<file path="src/rtl/phase_map_serializer.sv">
// rtl/phase_map_serializer.sv - serializes a captured phase map into a PIN-diode driver shift chain
//
// Captures the flat MAP_SIZE x MAP_SIZE phase map on each rising edge of
// map_valid and shifts it MSB first into the reflectarray driver chain, then
// pulses the storage latch. One further map can be held pending while a frame
// is in flight; a second arrival before it starts overwrites it and flags overrun.
//
// Ports:
//   clk, rst       system clock, asynchronous active-high reset
//   map_valid      calculator done level; rising edge marks a new map
//   map_in         flat map, bit idx = row*MAP_SIZE+col
//   clr_overrun    synchronous clear of the sticky overrun flag
//   busy           high while a frame is shifting or latching
//   frame_done     1-cycle pulse after each latch pulse
//   overrun        sticky, set when a pending map is overwritten
//   frame_count    completed frames (wraps)
//   sr_clk, sr_data, sr_latch, sr_oe_n   driver chain interface
module phase_map_serializer #(
  parameter int MAP_SIZE     = 16,
  parameter int CLK_DIV      = 2,
  parameter int LATCH_CYCLES = 2
) (
  input  logic                           clk,
  input  logic                           rst,
  input  logic                           map_valid,
  input  logic [MAP_SIZE*MAP_SIZE-1:0]   map_in,
  input  logic                           clr_overrun,
  output logic                           busy,
  output logic                           frame_done,
  output logic                           overrun,
  output logic [15:0]                    frame_count,
  output logic                           sr_clk,
  output logic                           sr_data,
  output logic                           sr_latch,
  output logic                           sr_oe_n
);

  localparam int N  = MAP_SIZE * MAP_SIZE;
  localparam int BW = (N > 1) ? $clog2(N) : 1;
  localparam logic [BW-1:0] LAST_BIT  = BW'(N - 1);
  localparam logic [7:0]    DIV_LOAD  = 8'(CLK_DIV - 1);
  localparam logic [7:0]    LAT_LOAD  = 8'(LATCH_CYCLES - 1);

  typedef enum logic [2:0] {IDLE, LOW, HIGH, GAP, LATCH, FIN} state_t;

  state_t          state;
  logic [N-1:0]    shreg;
  logic [N-1:0]    pend;
  logic            pending;
  logic            prev_valid;
  logic            armed;
  logic [BW-1:0]   bitcnt;
  logic [7:0]      cnt;
  logic            rise;

  // armed only goes high once map_valid has been seen low after reset, so a
  // level held high across reset release is not mistaken for a new map.
  assign rise = map_valid & ~prev_valid & armed;

  always_ff @(posedge clk or posedge rst) begin
    if (rst) begin
      state       <= IDLE;
      shreg       <= '0;
      pend        <= '0;
      pending     <= 1'b0;
      prev_valid  <= 1'b0;
      armed       <= 1'b0;
      bitcnt      <= '0;
      cnt         <= '0;
      busy        <= 1'b0;
      frame_done  <= 1'b0;
      overrun     <= 1'b0;
      frame_count <= '0;
      sr_clk      <= 1'b0;
      sr_data     <= 1'b0;
      sr_latch    <= 1'b0;
      sr_oe_n     <= 1'b1;
    end else begin
      prev_valid <= map_valid;
      if (!map_valid) armed <= 1'b1;
      frame_done <= 1'b0;

      if (clr_overrun) overrun <= 1'b0;

      // Any rise outside IDLE (FIN included) is parked; set beats clear.
      if (rise && state != IDLE) begin
        pend    <= map_in;
        pending <= 1'b1;
        if (pending) overrun <= 1'b1;
      end

      case (state)
        IDLE: begin
          if (rise || pending) begin
            // The older pending map goes first; a coincident rise replaces it
            // in the buffer without counting as an overrun.
            if (pending) begin
              shreg   <= pend;
              sr_data <= pend[N-1];
              if (rise) pend <= map_in;
              else      pending <= 1'b0;
            end else begin
              shreg   <= map_in;
              sr_data <= map_in[N-1];
            end
            bitcnt <= LAST_BIT;
            cnt    <= DIV_LOAD;
            busy   <= 1'b1;
            sr_clk <= 1'b0;
            state  <= LOW;
          end
        end
        LOW: begin
          if (cnt != 8'd0) cnt <= cnt - 8'd1;
          else begin
            sr_clk <= 1'b1;
            cnt    <= DIV_LOAD;
            state  <= HIGH;
          end
        end
        HIGH: begin
          if (cnt != 8'd0) cnt <= cnt - 8'd1;
          else begin
            sr_clk <= 1'b0;
            cnt    <= DIV_LOAD;
            if (bitcnt == '0) begin
              sr_data <= 1'b0;
              state   <= GAP;
            end else begin
              // Next bit is presented on the falling edge, a full half-period
              // ahead of the following rising edge.
              bitcnt  <= bitcnt - 1'b1;
              sr_data <= shreg[bitcnt - 1'b1];
              state   <= LOW;
            end
          end
        end
        GAP: begin
          if (cnt != 8'd0) cnt <= cnt - 8'd1;
          else begin
            sr_latch <= 1'b1;
            cnt      <= LAT_LOAD;
            state    <= LATCH;
          end
        end
        LATCH: begin
          if (cnt != 8'd0) cnt <= cnt - 8'd1;
          else begin
            sr_latch    <= 1'b0;
            frame_done  <= 1'b1;
            busy        <= 1'b0;
            frame_count <= frame_count + 16'd1;
            sr_oe_n     <= 1'b0;
            state       <= FIN;
          end
        end
        FIN: begin
          state <= IDLE;
        end
        default: state <= IDLE;
      endcase
    end
  end

endmodule

</file>
<file path="config.mk">
export PLATFORM = sky130hd
export DESIGN_NAME = phase_map_serializer
export DESIGN_NICKNAME = d
export VERILOG_FILES = /design/src/rtl/phase_map_serializer.sv
export SDC_FILE = /design/constraint.sdc
export NUM_CORES = 1
export LEC_CHECK = 0
export ABC_CLOCK_PERIOD_IN_PS = 27500
export BUFFER_PORTS_ARGS = -buffer_cell sky130_fd_sc_hd__buf_2
export CORE_MARGIN = 2
export CORE_UTILIZATION = 30
export DETAILED_ROUTE_END_ITERATION = 16
export HOLD_SLACK_MARGIN = 0.03
export PLACE_DENSITY = 0.55
export SETUP_SLACK_MARGIN = 0.02
export SYNTH_ARGS = -nofsm -noshare
export SYNTH_HDL_FRONTEND = slang
export SYNTH_SLANG_ARGS = --single-unit
</file>
<file path="constraint.sdc">
create_clock -name clk -period 27.5 [get_ports clk]
set_input_delay 0 -clock clk [delete_from_list [all_inputs] [get_ports clk]]
set_output_delay 0 -clock clk [all_outputs]
set_load 0.05 [all_outputs]
</file>
==> impl_metrics.py <==
metrics = {
    "run_status": {
        "status": "completed",
    },
    "final_layout": {
        "nets": 2922,
        "final_cell_area_um2": 32790,
        "area_delta_synth_final_pct": 28.18,
        "final_core_util_pct": 38.63,
        "finalNonFillerCells": 3849,
        "fillCellCount": 8232,
        "drive_above_1_share_pct": 26.64,
    },
    "detailed_routing": {
        "drtAntennaViolNets": 0,
        "drtIter0Drc": 1053,
        "vias_per_cell": 4.757,
        "num_vias": 18310,
        "drt-total-wl_um": 70250,
        "drcViolationCount": 0,
        "wl_per_cell_um": 18.25,
        "drtPass1Iterations": 7,
    },
    "floorplan": {
        "initial_core_util_pct": 30.14,
        "pin_count": 283,
        "core_area_um2": 84880,
        "die_w_um": 296.0,
        "rows": 107,
        "die_h_um": 296.0,
        "die-area_um2": 87630,
    },
    "logic_synthesis": {
        "syn_nets": 2442,
        "yosys.area.top_type": "dfrtp_1",
        "synth.top_cell.area_share_pct": 54.38,
        "synthTopCellsByCount": "dfrtp_1 (556), nand2_1 (369), mux2i_1 (275)",
        "ys_dominant_reg_cell": "dfrtp_1",
        "synthMuxAreaShare_pct": 25.52,
        "synth_cell_types": 69,
        "yosysMostFrequentCell": "dfrtp_1",
        "syn_inst": 2178,
        "synth_top_family_by_area": "multiplexers",
        "ys_ff_latch": 557,
        "async_flop_share_pct": 100.0,
        "yosys.area_share.adder_pct": 0.1956,
        "synth_compound_area_share_pct": 7.243,
        "syn_area_per_cell_um2": 11.75,
        "synth-edff-count": 0,
        "yosysWarnings": 0,
        "synth_xor_area_share_pct": 1.125,
        "netlist_top_cells_area": "dfrtp_1 (54%), mux2_2 (12%), mux2i_1 (11%), nand2_1 (5.4%), o21ai_0 (5.1%)",
        "syn-cell-area_um2": 25580,
        "synth-simple-area-share_pct": 8.617,
        "synth_seq_area_share_pct": 54.49,
    },
    "critical_path": {
        "reg2reg_setup_slack_ns": 22.22,
        "end_kind": "register",
        "critPathLaunchType": "register",
        "crit_type": "reg2reg",
        "path_cells": "inv_2, ha_1, xor2_4, buf_4, mux4_2, mux2_2, o22ai_1, nor4_1, a311o_1, a21oi_1, o21ai_1",
        "cp.arrival_ns": 5.75,
        "max_stage_delay_ns": 1.05,
        "crit_slowest_cell": "dfrtp_4",
        "critPathRequiredTime_ns": 27.97,
        "cp_max_fo": 51,
    },
    "clock_tree": {
        "cts_tree": "yes",
        "cts_resized": 0,
        "cts_buffers": 67,
        "cts_buffer_depth": 3,
        "clock-sinks": 557,
        "htree_levels": 3,
        "clk_latency_ns": 0.61,
        "path_clk_slew_ns": 0.06,
        "cts_root_buf": "clkbuf_16",
    },
    "job": {
        "max-cap-violations": 0,
    },
    "power_and_ir_drop": {
        "power.total_mw": 1.983,
        "p_per_area_nw_per_um2": 60.49,
        "p_leak_nw": 15.98,
        "ir_worst_vdd_mv": 0.04064,
    },
    "grt": {
        "grt_pass1_vias": 18975,
        "antenna_found_initial": 6,
        "grt_overflow_total": 0,
        "grt_use_total_pct": 16.09,
        "grt_pass1_wl_um": 109400,
        "grt_max_degree": 251,
    },
    "timing": {
        "setup_viol": 0,
        "finalHoldWorstSlack_ns": 0.1140,
        "maxSlewViolCount": 0,
        "post-route-min-period_ns": 5.279,
        "tns_ns": 0,
        "max_slew_margin_pct": 24.39,
        "skew_ns": 0.02995,
        "postLayoutSetupSlackWorst_ns": 22.22,
        "fin_crit_sh_pct": 19.20,
        "fmax_mhz": 189.4,
        "hold_viol": 0,
        "worst_pin_slew_ns": 1.134,
        "rsz0062_at_grt": "no",
    },
    "placement": {
        "dp_hpwl_um": 46550,
        "placed_cell_area_um2": 27990,
        "dp_slack_ns": 22.20,
        "placement.io_buffers": 282,
        "gp_congestion": 0.7944,
        "place_inst": 3474,
    },
    "min_path": {
        "hold_class": "in2async",
    },
}
per-layer routing:
| layer | vias up | track usage, % | share of wire, % |
|---|---|---|---|
| li1 | 8648 | - | - |
| met1 | 9149 | 21.55 | 46 |
| met2 | 393 | 26.18 | 47 |
| met3 | 118 | 2.765 | 4.2 |
| met4 | 2 | 5.802 | 3.3 |
| met5 | - | 0 | 0.016 |
power by group:
group          switching, mW  internal, mW  leakage, nW
combinational         0.0811         0.105         7.75
sequential            0.0270         0.877         7.16
clock                  0.346         0.547         1.07
worst max-delay path, delay by kind of cell (launching register included):
kind	cells	cell delay, ns
flops	1	1.05
compound gates	4	0.75
buf+inv	2	0.97
xor+xnor	1	0.85
mux	2	0.86
simple gates	1	0.09
fa+ha+maj	1	0.50
area by class of cell:
cell class / count / area (um^2) / area share [%]
inverters: 14 / 60.06 / 0.1832
diodes: 6 / 15.01 / 0.04579
well taps: 1144 / 1431 / 4.365
multi-input cells: 1457 / 10970 / 33.47
clock inverters: 15 / 251.5 / 0.7669
flip-flops and latches: 557 / 13950 / 42.53
repair buffers: 561 / 4167 / 12.71
clock buffers: 95 / 1946 / 5.933
cell families (layout without fill, tap and decap cells):
| group | Yosys count | count (layout) |
|---|---|---|
| mux | 574 | 574 |
| flops | 557 | 557 |
| simple gates | 513 | 513 |
| compound gates | 337 | 337 |
| buf+inv | 164 | 685 |
| xor+xnor | 29 | 29 |
| fa+ha+maj | 4 | 4 |
| other cells | 0 | 6 |
worst paths after layout:
path,start,to,depth (start not counted)
max,bitcnt[0],sr_data,11
min,rst,pend[238],3
max reg2reg,bitcnt[0],sr_data,11
min reg2reg,shreg[134],shreg[134],2
max in group asynchronous,rst,shreg[131],5
min in group clk,clr_overrun,overrun,3
layout by cell type, fill, tap and decap left out, types with 33 or more instances in the layout:
| cell | count |
|---|---|
| dfrtp_1 | 554 |
| nand2_1 | 369 |
| buf_2 | 282 |
| mux2i_1 | 275 |
| mux2_2 | 263 |
| o21ai_0 | 261 |
| dlygate4sd3_1 | 259 |
| clkbuf_16 | 70 |
| nand3_1 | 39 |
| nor2_1 | 33 |
sequential cells by signal, summed over array words and instances (netlist names):
| name | cells |
|---|---|
| bitcnt | 8 |
| state | 3 |
| prev_valid | 1 |
| frame_done | 1 |
| sr_latch | 1 |
| frame_count | 16 |
| pend | 256 |
| pending | 1 |
| overrun | 1 |
| sr_data | 1 |
| busy | 1 |
| armed | 1 |
| sr_clk | 1 |
| shreg | 256 |
| cnt | 8 |
| sr_oe_n | 1 |
timing repair:
| action | 4_1_cts | 5_1_grt |
|---|---|---|
| buffers inserted | 0 | 0 |
| hold buffers | 259 | 0 |
| hold endpoints to repair | 640 | 0 |
Note: power is estimated with default switching activity, not from simulation.
